**src/rtl/shift_arb_ctrl.sv**
```systemverilog
// Purpose: two-requester round-robin arbiter that time-shares one combinational shifter.
// Latency: response valid 2 cycles after the accept cycle (3 for a two-pass rotate).
// Backpressure: req ready only in IDLE for the granted requester; RESP holds until rsp_ready.
//
// Ports:
//   clk, reset                     single clock, asynchronous active-high reset
//   reqN_valid/reqN_ready          request handshake, N = 0/1
//   reqN_a, reqN_b, reqN_sfn       operand, shift amount, op (00 LSL, 01 LSR, 11 ASR, 10 ROL)
//   sh_a, sh_b, sh_sfn, sh_y       operands to / same-cycle result from the shared shifter
//   rsp_valid/rsp_ready            response handshake; rsp_id = served requester, rsp_y = result
// Build option: define SHIFT_ARB_ROTATE_EN to execute op 10 as a two-pass rotate-left;
//   otherwise op 10 returns zero.
module shift_arb_ctrl #(
    parameter logic RR_INIT = 1'b0
) (
    input  logic        clk,
    input  logic        reset,
    input  logic        req0_valid,
    output logic        req0_ready,
    input  logic [31:0] req0_a,
    input  logic [4:0]  req0_b,
    input  logic [1:0]  req0_sfn,
    input  logic        req1_valid,
    output logic        req1_ready,
    input  logic [31:0] req1_a,
    input  logic [4:0]  req1_b,
    input  logic [1:0]  req1_sfn,
    output logic [31:0] sh_a,
    output logic [4:0]  sh_b,
    output logic [1:0]  sh_sfn,
    input  logic [31:0] sh_y,
    output logic        rsp_valid,
    output logic        rsp_id,
    output logic [31:0] rsp_y,
    input  logic        rsp_ready
);

    typedef enum logic [1:0] {
        IDLE = 2'd0,
        EXEC = 2'd1,
        ROT2 = 2'd2,
        RESP = 2'd3
    } state_t;

    state_t      state, state_nxt;
    logic        pri;
    logic        gnt_id;
    logic [31:0] op_a;
    logic [4:0]  op_b;
    logic [1:0]  op_sfn;
    logic        op_id;
    logic [31:0] rsp_y_q;
    logic [31:0] rsp_y_nxt;
    logic        load_op;
    logic        load_rsp;
`ifdef SHIFT_ARB_ROTATE_EN
    logic [31:0] part;
    logic        load_part;
`endif

    // A lone requester wins outright; on contention the priority pointer decides.
    assign gnt_id = (req0_valid && req1_valid) ? pri : req1_valid;

    always_ff @(posedge clk or posedge reset) begin
        if (reset) begin
            state <= IDLE;
        end else begin
            state <= state_nxt;
        end
    end

    always_comb begin
        state_nxt  = state;
        req0_ready = 1'b0;
        req1_ready = 1'b0;
        sh_a       = '0;
        sh_b       = '0;
        sh_sfn     = '0;
        rsp_valid  = 1'b0;
        load_op    = 1'b0;
        load_rsp   = 1'b0;
        rsp_y_nxt  = '0;
`ifdef SHIFT_ARB_ROTATE_EN
        load_part  = 1'b0;
`endif
        case (state)
            IDLE: begin
                req0_ready = req0_valid && !gnt_id;
                req1_ready = req1_valid && gnt_id;
                if (req0_valid || req1_valid) begin
                    load_op   = 1'b1;
                    state_nxt = EXEC;
                end
            end
            EXEC: begin
                sh_a = op_a;
                sh_b = op_b;
`ifdef SHIFT_ARB_ROTATE_EN
                if (op_sfn == 2'b10) begin
                    // First rotate pass is a plain left shift; a zero amount needs no second pass.
                    sh_sfn = 2'b00;
                    if (op_b != 5'd0) begin
                        load_part = 1'b1;
                        state_nxt = ROT2;
                    end else begin
                        load_rsp  = 1'b1;
                        rsp_y_nxt = sh_y;
                        state_nxt = RESP;
                    end
                end else begin
                    sh_sfn    = op_sfn;
                    load_rsp  = 1'b1;
                    rsp_y_nxt = sh_y;
                    state_nxt = RESP;
                end
`else
                sh_sfn    = op_sfn;
                load_rsp  = 1'b1;
                // Op 10 is not supported in this build and always returns zero.
                rsp_y_nxt = (op_sfn == 2'b10) ? 32'd0 : sh_y;
                state_nxt = RESP;
`endif
            end
            ROT2: begin
`ifdef SHIFT_ARB_ROTATE_EN
                // Second pass brings the wrapped-out high bits back in at the bottom.
                sh_a      = op_a;
                sh_b      = 5'd0 - op_b;
                sh_sfn    = 2'b01;
                load_rsp  = 1'b1;
                rsp_y_nxt = part | sh_y;
                state_nxt = RESP;
`else
                state_nxt = IDLE;
`endif
            end
            RESP: begin
                rsp_valid = 1'b1;
                if (rsp_ready) begin
                    state_nxt = IDLE;
                end
            end
            default: state_nxt = IDLE;
        endcase
    end

    always_ff @(posedge clk or posedge reset) begin
        if (reset) begin
            pri     <= RR_INIT;
            op_a    <= '0;
            op_b    <= '0;
            op_sfn  <= '0;
            op_id   <= 1'b0;
            rsp_y_q <= '0;
`ifdef SHIFT_ARB_ROTATE_EN
            part    <= '0;
`endif
        end else begin
            if (load_op) begin
                op_a   <= gnt_id ? req1_a   : req0_a;
                op_b   <= gnt_id ? req1_b   : req0_b;
                op_sfn <= gnt_id ? req1_sfn : req0_sfn;
                op_id  <= gnt_id;
            end
`ifdef SHIFT_ARB_ROTATE_EN
            if (load_part) begin
                part <= sh_y;
            end
`endif
            if (load_rsp) begin
                rsp_y_q <= rsp_y_nxt;
            end
            // Priority only moves when a response is actually delivered.
            if (state == RESP && rsp_ready) begin
                pri <= ~op_id;
            end
        end
    end

    assign rsp_id = op_id;
    assign rsp_y  = rsp_y_q;

endmodule

```
**config.mk**
```make
export PLATFORM = sky130hd
export DESIGN_NAME = shift_arb_ctrl
export DESIGN_NICKNAME = d
export VERILOG_FILES = /design/src/rtl/shift_arb_ctrl.sv
export SDC_FILE = /design/constraint.sdc
export NUM_CORES = 1
export LEC_CHECK = 0
export ABC_AREA = 0
export CELL_PAD_IN_SITES_DETAIL_PLACEMENT = 2
export CELL_PAD_IN_SITES_GLOBAL_PLACEMENT = 2
export CORE_MARGIN = 2
export CORE_UTILIZATION = 24
export DETAILED_ROUTE_END_ITERATION = 6
export HOLD_SLACK_MARGIN = 0.05
export PLACE_DENSITY_LB_ADDON = 0.1
export REMOVE_ABC_BUFFERS = 1
export SYNTH_ARGS = -nofsm -noshare
export SYNTH_HDL_FRONTEND = slang
export SYNTH_SLANG_ARGS = --single-unit
```
**constraint.sdc**
```tcl
create_clock -name clk -period 3.6 [get_ports clk]
set_input_delay 0.54 -clock clk [delete_from_list [all_inputs] [get_ports clk]]
set_output_delay 0.54 -clock clk [all_outputs]
set_load 0.02 [all_outputs]
```
==> results summary <==
The flow ran to the end, and the final reports show no timing, DRC or antenna violations. The net count of the finished layout is 651. The most common cell after layout, fill and taps aside is sky130_fd_sc_hd__clkdlybuf4s50_1. The average routed wire per standard cell came out at 20.6 um.

Using the TritonRoute via totals, the vias-per-cell ratio works out to 5.05. Measured along the y axis, the die boundary spans 127 um. Setup violations remaining at the end of the flow were counted as 0.

The setup TNS came out at 0 ns. The count of nets left with antenna violations once routing finished came out at 0. The wire length reported by the detailed router came out at 14900 um. The hold buffer count at CTS came out at 0. The part of the Yosys area used for sequential elements is 0.516. Before CTS, the worst setup slack after placement is 1.02 ns. The number of rows in the core area is 44.

The adder-cell share of the synthesized area came out at 0. The compound-cell area share of the yosys netlist came out at 0.281. Setup repair after global routing left no endpoint under its margin.

Entering global routing, the biggest net connects 59 pins. The areal power density over the cells is 879 mW/mm^2. The total power of the final layout is 5.22 mW. The growth of design area from synthesis to finish is 63.3%. Across every metal layer, demand over resource in global routing totals 0.188. The post-route DRC violation count came out at 0. IR analysis of the VDD net gives a maximum drop of 0.000304 V.

The clock latency at the later pin of the worst-skew pair is 0.34 ns. By area the synthesized netlist is led by sky130_fd_sc_hd__dfrtp_1 (52%), sky130_fd_sc_hd__a22o_1 (7.7%), sky130_fd_sc_hd__and2_1 (6.9%). The floorplan die area is 0.0162 sq mm. The share of the clock period used by the worst path after layout came out at 0.778. Walking the worst path, the cells encountered are nor2b_2 > buf_4 > and2_1 > clkdlybuf4s50_1.

The basic-gate share of the synthesized area counting and, or, nand and nor cells is 0.140. The count of fill cells added during filler insertion came out at 1598. The number of hold-slack violations in the final timing report came out at 0. The multiplexer share of the synthesized area came out at 0.

Among all stages on the critical path, the largest delay is contributed by sky130_fd_sc_hd__clkdlybuf4s50_1. The number of top-level pins is 190. The first-pass GRT wire length came out at 23600 um. The quantity of I/O buffers inserted on ports came out at 189. The first TritonRoute pass finished after 4 iterations. The average instance area after synthesis is 9.88 sq um.

The xor/xnor cell area share of the yosys netlist is 0. The residual overflow from global routing came out at 0. Static timing analysis puts the maximum clock frequency at 357 MHz. The number of clock sinks seen by CTS came out at 75.

The data arrival time of the critical path is 2.26 ns. The repair_antennas step left the layout with diodes totalling 0. The clock-pin slew reported for the worst setup and hold paths after clock tree synthesis is 0.06 ns. The mapped netlist covers 0.00364 sq mm. The buffer depth of the longest clock path is 2. In this run the standard cell core region covers 0.0146 sq mm. The placed cell count came out at 709.

The worst stage delay on the critical path is 0.62 ns. The setup skew after layout is 0.00798 ns. TritonCTS created 9 clock buffers. The initial cell density of the core came out at 0.248. The H-tree generated during clock tree synthesis spans 3 levels. The final count of pins violating max slew is 0.

The number of standard cells in the final layout excluding fillers came out at 725. The worst setup path is captured at a primary output. STA classifies the critical path startpoint as a flip-flop. The post-CTS repair timing setup buffer count came out at 0. The first-iteration detailed-routing DRC count is 179.

The critical path required time is 3.06 ns. The TritonCTS clock tree is done. For the pin with the worst max-slew slack, the measured transition is 1.10 ns. The cell accounting for the most synthesized area is sky130_fd_sc_hd__dfrtp_1. The static leakage is 2.31 nW. The synthesized netlist cell count is 368. In the final layout, the share of cells above drive strength 1 is 0.0795. The setup slack of the most critical reg-to-reg path is 1.06 ns. The cell sitting at the root of the clock tree is a sky130_fd_sc_hd__clkbuf_16.

The via count of the first global-routing pass came out at 4051. The initial antenna violation count was 0. The count of warnings emitted by yosys came out at 0. After synthesis, the largest family of logic cells by area is compound AO/OA/AOI/OAI gates.

The count of unique library cells instantiated by Yosys is 27. In this run, post-CTS repair resized a total of 0 instances. Summing over every cut layer, the via total after detailed routing is 3664. The class of the most critical hold timing path is reg -> reg. The critical path is of the reg -> out type. The share of the synthesized area in the top cell type came out at 0.516. The maximum fanout count along the critical path is 38.

The top cell types in the final layout, fill and taps aside, are sky130_fd_sc_hd__clkdlybuf4s50_1 (188), sky130_fd_sc_hd__dfrtp_1 (75), sky130_fd_sc_hd__nand3_1 (40). Across the run, the number of max-cap violations was 0. The die span in x is 127 um. The sum of net half-perimeters after detailed placement is 9850 um.

The worst setup slack after layout is 0.801 ns. The flip-flop and latch count after synthesis came out at 75. The headroom to the max-slew limit came out at 0.265. The time the worst path needs with I/O delays and setup came out at 2.80 ns. Routability-driven placement finished with a final weighted congestion of 0.710.
[worst paths after layout]
kind,startpoint,endpoint,cells after the start
setup / recovery,state[0],sh_a[20],4
hold / removal,rsp_y[17],rsp_y[17],1
setup reg to reg,state[1],op_a[19],4
hold reg to reg,rsp_y[17],rsp_y[17],1
max in group asynchronous,reset,rsp_y[29],3
min in group asynchronous,reset,rsp_y[21],2
[worst max-delay path, delay by kind of cell, from the launching register on]
kind	cells	cell delay [ns]
DFF	1	0.50
buffers and inverters	2	0.97
and+or+nand+nor	2	0.42
[stage by stage]
stage | hold slack, ns | area [sq um] | util
5_1_grt | 0.523 | 5940 | 0.406
2_1_floorplan | 0.455 | 3430 | -
4_1_cts | 0.509 | 5940 | 0.406
3_5_place_dp | 0.490 | 5640 | 0.385
3_3_place_gp | 0.487 | 5640 | 0.385
6_report | 0.506 | 5940 | 0.406
[cell usage after synthesis]
| library cell | n |
|---|---|
| sky130_fd_sc_hd__a21oi_1 | 39 |
| sky130_fd_sc_hd__nor2_1 | 2 |
| sky130_fd_sc_hd__a31oi_2 | 9 |
| sky130_fd_sc_hd__o21ai_0 | 39 |
| sky130_fd_sc_hd__a22o_1 | 32 |
| sky130_fd_sc_hd__clkbuf_1 | 31 |
| sky130_fd_sc_hd__o21ai_1 | 1 |
| sky130_fd_sc_hd__and2b_1 | 1 |
| sky130_fd_sc_hd__o32ai_1 | 1 |
| sky130_fd_sc_hd__a21oi_2 | 1 |
| sky130_fd_sc_hd__dfrtp_1 | 75 |
| sky130_fd_sc_hd__inv_1 | 5 |
| sky130_fd_sc_hd__nor2b_1 | 1 |
| sky130_fd_sc_hd__nor3_1 | 1 |
| sky130_fd_sc_hd__nand2b_1 | 2 |
| sky130_fd_sc_hd__or2_1 | 1 |
| sky130_fd_sc_hd__buf_6 | 5 |
| sky130_fd_sc_hd__a21o_1 | 1 |
| sky130_fd_sc_hd__and3_1 | 1 |
| sky130_fd_sc_hd__and2_1 | 40 |
| sky130_fd_sc_hd__a31oi_4 | 1 |
| sky130_fd_sc_hd__buf_2 | 5 |
| sky130_fd_sc_hd__nand2_1 | 2 |
| sky130_fd_sc_hd__a21boi_0 | 1 |
| sky130_fd_sc_hd__a31oi_1 | 29 |
| sky130_fd_sc_hd__nand3_1 | 40 |
| sky130_fd_sc_hd__clkbuf_2 | 2 |
[report_power, final]
part	leakage, nW	internal [mW]	switching [mW]
logic	1.30	1.31	1.50
clock network	0.135	0.537	0.384
registers	0.884	1.25	0.236
total	2.31	3.10	2.12
[routing by layer]
metal | GRT usage | vias to the layer above | part of all wire
met2 | 0.295 | 145 | 0.46
li1 | - | 1676 | -
met5 | 0 | - | 0
met1 | 0.260 | 1829 | 0.46
met3 | 0.0452 | 14 | 0.057
met4 | 0.0543 | 0 | 0.015
[logic make-up (layout without fill, tap and decap cells)]
group                  count (synthesis)  count (layout)
AO/OA/AOI/OAI                        154             154
buffers and inverters                 48             221
flip-flops                            75              75
AND/OR/NAND/NOR                       91              91
[flip-flops by register name, summed over array words and instances, names as in the netlist]
name,count
rsp_y,32
state,2
op_sfn,2
pri,1
op_a,32
rsp_id,1
op_b,5
[area by class of cell]
cell class / count / area [sq um] / share of cell area
Sequential cell: 75 / 1880 / 0.316
Tap cell: 184 / 230 / 0.0388
Timing Repair Buffer: 200 / 1970 / 0.332
Clock buffer: 10 / 229 / 0.0386
Clock inverter: 6 / 66.3 / 0.0112
Multi-Input combinational cell: 245 / 1550 / 0.260
Inverter: 5 / 20.0 / 0.00337
Note: power is estimated with default switching activity, not from simulation.
